==> src/rtl/btn_debounce_scheduler.sv <==
// btn_debounce_scheduler
// Shared debounce scheduler for board push-buttons. A prescaler produces a
// sample strobe; each synchronized button runs a stability counter on that
// strobe, and debounced press edges are queued as pending flags that a
// round-robin arbiter serializes onto one valid/ready event port.
//
// Optional feature macro: DEBOUNCE_RELEASE_EVT_EN
//   defined   : release edges are queued too; evt_press reports the type
//   undefined : only press events; evt_press is constant 1
//
// Ports:
//   clk, rst_n   system clock, asynchronous active-low reset
//   btn_in       raw asynchronous button levels (1 = pressed)
//   sample_tick  one-cycle strobe every PRESCALE cycles
//   btn_level    debounced level per button
//   evt_valid    event offered
//   evt_ready    consumer accepts when evt_valid & evt_ready
//   evt_id       index of the button that produced the event
//   evt_press    1 = press event, 0 = release event
//   evt_overrun  sticky: an edge was dropped due to an already pending event
module btn_debounce_scheduler #(
    parameter int unsigned  BTN_COUNT    = 4,
    parameter int unsigned  PRESCALE     = 1000,
    parameter int unsigned  STABLE_TICKS = 5,
    localparam int unsigned ID_W         = $clog2(BTN_COUNT)
) (
    input  logic                 clk,
    input  logic                 rst_n,
    input  logic [BTN_COUNT-1:0] btn_in,
    output logic                 sample_tick,
    output logic [BTN_COUNT-1:0] btn_level,
    output logic                 evt_valid,
    input  logic                 evt_ready,
    output logic [ID_W-1:0]      evt_id,
    output logic                 evt_press,
    output logic                 evt_overrun
);

    localparam int unsigned PS_W  = $clog2(PRESCALE);
    localparam int unsigned CNT_W = (STABLE_TICKS > 1) ? $clog2(STABLE_TICKS) : 1;

    typedef enum logic {
        ST_IDLE,
        ST_OFFER
    } state_t;

    logic [BTN_COUNT-1:0] sync1_q, sync2_q;
    logic [PS_W-1:0]      presc_q, presc_d;
    logic                 tick_q, tick_d;
    logic [CNT_W-1:0]     cnt_q [BTN_COUNT];
    logic [CNT_W-1:0]     cnt_d [BTN_COUNT];
    logic [BTN_COUNT-1:0] level_q, level_d;
    logic [BTN_COUNT-1:0] pend_q, pend_d;
    logic                 overrun_q, overrun_d;
    state_t               state_q, state_d;
    logic                 valid_q, valid_d;
    logic [ID_W-1:0]      id_q, id_d;
    logic                 press_q, press_d;
    logic [ID_W-1:0]      rr_q, rr_d;
    logic [BTN_COUNT-1:0] slot;
    logic [BTN_COUNT-1:0] sel;
    logic                 accept;
    logic                 found;
    logic [ID_W-1:0]      pick;
`ifdef DEBOUNCE_RELEASE_EVT_EN
    logic [BTN_COUNT-1:0] rel_pend_q, rel_pend_d;
`endif

    // Two-flop synchronizer; only sync2_q is used downstream.
    always_ff @(posedge clk or negedge rst_n) begin
        if (!rst_n) begin
            sync1_q <= '0;
            sync2_q <= '0;
        end else begin
            sync1_q <= btn_in;
            sync2_q <= sync1_q;
        end
    end

    // Prescaler; the tick flop is high while the counter holds PRESCALE-1.
    always_comb begin
        presc_d = (presc_q == PS_W'(PRESCALE - 1)) ? '0 : presc_q + PS_W'(1);
        tick_d  = (presc_d == PS_W'(PRESCALE - 1));
    end

    // Per-button stability filter, advanced only on the sample tick.
    always_comb begin
        level_d = level_q;
        for (int i = 0; i < BTN_COUNT; i++) begin
            cnt_d[i] = cnt_q[i];
            if (tick_q) begin
                if (sync2_q[i] == level_q[i]) begin
                    cnt_d[i] = '0;
                end else if (cnt_q[i] == CNT_W'(STABLE_TICKS - 1)) begin
                    level_d[i] = sync2_q[i];
                    cnt_d[i]   = '0;
                end else begin
                    cnt_d[i] = cnt_q[i] + CNT_W'(1);
                end
            end
        end
    end

    // Handshake decode: one-hot of the button whose event is being accepted.
    always_comb begin
        accept = (state_q == ST_OFFER) && evt_ready;
        sel    = '0;
        for (int i = 0; i < BTN_COUNT; i++) begin
            sel[i] = accept && (id_q == ID_W'(i));
        end
    end

    // Pending flags: a new edge wins over a simultaneous clear; an edge
    // arriving while its flag is still held is dropped and flagged.
    always_comb begin
        pend_d    = pend_q;
        overrun_d = overrun_q;
`ifdef DEBOUNCE_RELEASE_EVT_EN
        rel_pend_d = rel_pend_q;
`endif
        for (int i = 0; i < BTN_COUNT; i++) begin
            if (level_d[i] && !level_q[i]) begin
                if (pend_q[i] && !(sel[i] && press_q)) begin
                    overrun_d = 1'b1;
                end
                pend_d[i] = 1'b1;
            end else if (sel[i] && press_q) begin
                pend_d[i] = 1'b0;
            end
`ifdef DEBOUNCE_RELEASE_EVT_EN
            if (!level_d[i] && level_q[i]) begin
                if (rel_pend_q[i] && !(sel[i] && !press_q)) begin
                    overrun_d = 1'b1;
                end
                rel_pend_d[i] = 1'b1;
            end else if (sel[i] && !press_q) begin
                rel_pend_d[i] = 1'b0;
            end
`endif
        end
    end

    // Round-robin pick: first pending slot at or above rr_q, with wrap.
    always_comb begin
`ifdef DEBOUNCE_RELEASE_EVT_EN
        slot = pend_q | rel_pend_q;
`else
        slot = pend_q;
`endif
        found = 1'b0;
        pick  = '0;
        for (int k = 0; k < BTN_COUNT; k++) begin
            int j;
            j = int'(rr_q) + k;
            if (j >= int'(BTN_COUNT)) begin
                j = j - int'(BTN_COUNT);
            end
            if (!found && slot[ID_W'(j)]) begin
                found = 1'b1;
                pick  = ID_W'(j);
            end
        end
    end

    // Arbiter FSM next-state and registered event outputs.
    always_comb begin
        state_d = state_q;
        valid_d = valid_q;
        id_d    = id_q;
        press_d = press_q;
        rr_d    = rr_q;
        case (state_q)
            ST_IDLE: begin
                if (found) begin
                    valid_d = 1'b1;
                    id_d    = pick;
`ifdef DEBOUNCE_RELEASE_EVT_EN
                    press_d = pend_q[pick];
`else
                    press_d = 1'b1;
`endif
                    state_d = ST_OFFER;
                end
            end
            ST_OFFER: begin
                if (evt_ready) begin
                    valid_d = 1'b0;
                    rr_d    = (id_q == ID_W'(BTN_COUNT - 1)) ? '0 : id_q + ID_W'(1);
                    state_d = ST_IDLE;
                end
            end
            default: begin
                state_d = ST_IDLE;
                valid_d = 1'b0;
            end
        endcase
    end

    // State registers.
    always_ff @(posedge clk or negedge rst_n) begin
        if (!rst_n) begin
            presc_q   <= '0;
            tick_q    <= 1'b0;
            level_q   <= '0;
            pend_q    <= '0;
            overrun_q <= 1'b0;
            state_q   <= ST_IDLE;
            valid_q   <= 1'b0;
            id_q      <= '0;
            press_q   <= 1'b1;
            rr_q      <= '0;
            for (int i = 0; i < BTN_COUNT; i++) begin
                cnt_q[i] <= '0;
            end
`ifdef DEBOUNCE_RELEASE_EVT_EN
            rel_pend_q <= '0;
`endif
        end else begin
            presc_q   <= presc_d;
            tick_q    <= tick_d;
            level_q   <= level_d;
            pend_q    <= pend_d;
            overrun_q <= overrun_d;
            state_q   <= state_d;
            valid_q   <= valid_d;
            id_q      <= id_d;
            press_q   <= press_d;
            rr_q      <= rr_d;
            for (int i = 0; i < BTN_COUNT; i++) begin
                cnt_q[i] <= cnt_d[i];
            end
`ifdef DEBOUNCE_RELEASE_EVT_EN
            rel_pend_q <= rel_pend_d;
`endif
        end
    end

    assign sample_tick = tick_q;
    assign btn_level   = level_q;
    assign evt_valid   = valid_q;
    assign evt_id      = id_q;
    assign evt_press   = press_q;
    assign evt_overrun = overrun_q;

endmodule
==> config.mk <==
export PLATFORM = sky130hd
export DESIGN_NAME = btn_debounce_scheduler
export DESIGN_NICKNAME = d
export VERILOG_FILES = /design/src/rtl/btn_debounce_scheduler.sv
export SDC_FILE = /design/constraint.sdc
export NUM_CORES = 1
export LEC_CHECK = 0
export BUFFER_PORTS_ARGS = -buffer_cell sky130_fd_sc_hd__buf_2
export CORE_MARGIN = 2
export CORE_UTILIZATION = 30
export DETAILED_ROUTE_END_ITERATION = 10
export PLACE_DENSITY_LB_ADDON = 0.2
export SLEW_MARGIN = 20
export SYNTH_ARGS = -nofsm -noshare
export SYNTH_HDL_FRONTEND = slang
export SYNTH_SLANG_ARGS = --single-unit
export TNS_END_PERCENT = 10
==> constraint.sdc <==
create_clock -name clk -period 2.7 [get_ports clk]
set_input_delay 0.54 -clock clk [delete_from_list [all_inputs] [get_ports clk]]
set_output_delay 0.54 -clock clk [all_outputs]
set_load 0.1 [all_outputs]
## After elaboration in Yosys (flattened, before gate mapping)

Index checks and enable logic that the tools add are counted.
W data, S select, Z words.

- Output and inout port bits: 10
- Word-level logic and storage cells: 158
- Bits in registers: 46
- Input bits: 7

- Equal/unequal tests: 15
- $lt $le $gt $ge: 8
- Reductions and logical operators: 35
- Add/sub/neg operators: 13
- Multiplexer cells: 68
- Bitwise logic cells: 1

Operators with widths:

| operator | number |
|---|---|
| $mux W1 | 44 |
| $mux W3 | 8 |
| $eq A10 B10 Y1 const B | 2 |
| $mux W2 | 9 |
| $logic_and A1 B1 Y1 | 16 |
| $lt A2 B4 Y1 const B | 4 |
| $add A3 B1 Y3 const B | 4 |
| $eq A3 B3 Y1 const B | 4 |
| $logic_not A1 Y1 | 11 |
| $add A10 B1 Y10 const B | 1 |
| $mux W10 | 1 |
| $ge A3 B3 Y1 const B | 3 |
| $bmux W1 S2 | 4 |
| $reduce_bool A2 Y1 | 4 |
| $sub A2 B1 Y2 const B | 4 |
| $add A2 B2 Y3 const B | 2 |
| $reduce_and A2 Y1 | 3 |
| $eq A1 B1 Y1 | 4 |
| $eq A2 B2 Y1 const B | 2 |
| $ne A2 B2 Y1 const B | 2 |
| $pmux W1 S2 | 2 |
| $add A2 B1 Y3 const B | 1 |
| $ge A2 B3 Y1 const B | 1 |
| $add A2 B1 Y2 const B | 1 |
| 3 further kinds | 3 |

## Logic depth before layout (Yosys ltp)

- Word-level depth: 17
- Gate-level depth with buffers: 7
- Depth with buffers taken out: 7

## Least setup slack after synthesis

Ideal clock, no wire load.

- Path kind: reg2reg
- Start: reg tick_q, in the netlist sample_tick
- End: reg cnt_q[7] in the netlist's numbering
- Buffers on the path: 2
- Required time: 2.566 ns
- Stages on the path, launching flop included: 4
- Arrival time: 1.692 ns
- Slack: 0.874 ns
- Library setup time: 0.134 ns
- Clock period less this slack: 1.826 ns
- Cell sequence: dfrtp_1 clkbuf_1 clkbuf_1 o21ai_0

RTL lines:

| item | RTL line | text |
|---|---|---|
| start, declared | 49 | `logic tick_q, tick_d;` |
| start signal, assigned | 220 | `tick_q <= tick_d;` |
| end signal, assigned by index | 230 | `cnt_q[i] <= cnt_d[i];` |
| end, declared | 50 | `logic [CNT_W-1:0] cnt_q [BTN_COUNT];` |

No word-level cell between the ends.

## Worst setup path after layout

- Start: reg tick_q, in the netlist sample_tick
- End: out sample_tick

RTL lines:

| item | RTL line | text |
|---|---|---|
| end, declared | 30 | `output logic sample_tick,` |

No word-level cell between the ends.

==> results.ini <==
[global_route]
grt_overflow = 0
first_global_vias = 1460
grtUsageTotal = 0.106
grt_max_degree = 47
grt_pass1_wl_mm = 6.54
antenna_found_initial = 0

[floorplanning]
die_w_um = 89.7
die-area_um2 = 8040
core-area_um2 = 7180
num_io_pins = 17
initial_core_util = 0.307
die_h_um = 89.7
rows = 31

[route]
ant_nets = 0
drt-wirelength-per-cell_um = 11.4
post-route-drc-count = 0
totalWireLength_mm = 3.76
first_iter_violations = 53
vias = 1481
dr.pass1.iters = 6
viasPerCell = 4.50

[worst_hold_path]
hp-class = input pin to asynchronous set/reset pin

[placement]
dpl.hpwl_mm = 2.74
dp_cells = 321
portBuffers = 15
gp_congestion = 0.802

[power_and_ir_drop]
p_int_mw = 0.980
share_comb_of_total_power = 0.027
powerDensity_nw_per_um2 = 495
p_clk_frac = 0.409
p_sw_mw = 0.261
ir_worst_vdd_mv = 0.220
power.leakage_nw = 1.19
seq_power_share = 0.564
p_sw_frac = 0.211
finalPower_mw = 1.24

[cells_and_area]
stdcell_count = 329
postLayoutCoreUtil = 0.349
area_growth_pct = 13.9
multi_input_area_um2 = 968
drive_above_1_share = 0.161
register_area_um2 = 1150
diodes = 0
fillers = 722
nets = 250

[worst_setup_path]
cp_num_buf_inv = 1
crit_slowest_cell = dfrtp_1
startpoint = sample_tick
cp_top_family = flip-flops
worstPathRequired_ps = 2160
arrival_ps = 1410
worstSetupEndpointType = primary output
crit_chain = buf_2
r2r_start = presc_q[0]
slowest_delay_ps = 600
crit_fanout = 16
worst_setup_path_start_kind = register
path_class = register to primary output

[clock_tree]
post-cts-setup-buffer-count = 0
htree_num_levels = 2
clock-root-buffer = clkbuf_8
clk_pin_slew_ps = 80
cts_tree = built
cts_sinks = 46
hold_buffers = 0
clkLatencyLatePin_ps = 300
post_cts.resized_instances = 0
cts_buffer_depth = 2
cts_inserted_buffers = 5

[logic_synthesis]
ys_ff_latch = 46
yosysWarnings = 0
syn_inst = 209
synth-main-ff-cell = dfrtp_1
synthesis.area_um2 = 2200
synth_edf_count = 0
syn-num-nets = 230
seq_area_frac_synth = 0.523
ys_types = 41
async_flop_share = 1.00
syn_area_per_cell_um2 = 10.5

[timing]
setup_tns_ps = 0
finalClockSkew_ps = 8.70
finalMaxSlewViolations = 0
finalSetupViolCount = 0
fin_hold_ws_ps = 315
rsz0062_at_grt = no
tightest_slew_ps = 623
hold_viol = 0
max_freq_mhz = 513
min_period_ps = 1950
slew_headroom = 0.581
fin_crit_sh = 0.722

[run_status]
outcome = complete, no violations

[run]
maxCapViolCount = 0

-- registers in the layout, summed over array words and instances (netlist names) --
signal       flops
btn_level        4
evt_valid        1
evt_overrun      1
state_q          1
pend_q           4
sample_tick      1
sync2_q          4
evt_id           2
sync1_q          4
presc_q         10
rr_q             2
cnt_q           12
-- final timing paths --
kind / to / slack, ps / depth (start not counted)
max: sample_tick / 750 / 1
min: sync2_q[2] / 320 / 2
max reg2reg: sample_tick / 920 / 6
min reg2reg: sync2_q[2] / 350 / 0
max in group asynchronous: pend_q[1] / 2000 / 2
min in group clk: sync1_q[3] / 340 / 1
-- per-layer routing --
| metal | global-route usage | vias up | part of all wire | wire length [µm] |
|---|---|---|---|---|
| met3 | 0.0302 | 8 | 0.029 | 110 |
| met2 | 0.162 | 17 | 0.45 | 1690 |
| li1 | - | 758 | - | - |
| met4 | 0.0434 | 0 | 0.020 | 74 |
| met1 | 0.141 | 698 | 0.50 | 1880 |
| met5 | 0 | - | 0 | 0 |
-- Yosys cell counts (3+ instances only) --
cell	count	area share
ha_1	14	0.080
nand4_1	3	0.0085
xnor2_1	3	0.012
inv_1	17	0.029
o21ai_0	15	0.034
a21o_1	4	0.014
nand2_1	18	0.031
a21oi_1	7	0.016
dfrtp_1	46	0.52
clkbuf_1	3	0.0051
nor3b_1	4	0.014
xor2_1	6	0.024
nor2_1	11	0.019
o31ai_1	3	0.010
mux2_2	6	0.031
nand3_1	18	0.041
-- power by group through the flow --
stage / sequential [mW] / combinational [mW] / clock (mW)
after global placement: 0.715 / 0.0352 / 0
after CTS: 0.701 / 0.0350 / 0.527
after detailed placement: 0.715 / 0.0350 / 0
final: 0.701 / 0.0330 / 0.508
after global routing: 0.702 / 0.0384 / 0.555
after floorplan: 0.714 / 0.0145 / 0
-- kinds of logic after synthesis --
group,count (synthesis),share of synthesized area
buffers and inverters,21,0.0375
AOI/OAI and AO/OA,38,0.106
adders and majority gates,14,0.0795
DFF,46,0.523
and+or+nand+nor,72,0.177
other,1,0.00170
muxes,8,0.0398
xor gates and xnor gates,9,0.0358
-- final cells by class --
class,instances,area share
well taps,99,0.0494
flip-flops and latches,46,0.459
clock buffers,6,0.0289
multi-input cells,142,0.386
clock inverters,2,0.0150
repair buffers,17,0.0359
inverters,17,0.0254
-- through the flow --
stage / worst slack (ps) / cell area (µm²)
floorplan: 874 / 2200
global placement: 965 / 2400
detailed placement: 910 / 2400
CTS: 721 / 2510
global route: 633 / 2510
finish: 751 / 2510
-- cell usage in the layout, fill, tap and decap left out, types with 2 or more instances in the layout --
| cell type | count |
|---|---|
| clkbuf_8 | 5 |
| o21ai_0 | 15 |
| nor2_1 | 11 |
| dfrtp_1 | 46 |
| o31ai_1 | 3 |
| nor3b_1 | 4 |
| a31oi_1 | 2 |
| nor3_1 | 2 |
| nand4_1 | 3 |
| and3_1 | 2 |
| nor4_1 | 2 |
| xor2_1 | 6 |
| mux2_2 | 6 |
| a21oi_1 | 7 |
| ha_1 | 14 |
| a21o_1 | 4 |
| buf_4 | 2 |
| buf_2 | 15 |
| nand3_1 | 18 |
| mux2i_1 | 2 |
| nand2_1 | 18 |
| inv_1 | 17 |
| and2_1 | 2 |
| xnor2_1 | 3 |
Note: power is estimated with default switching activity, not from simulation.
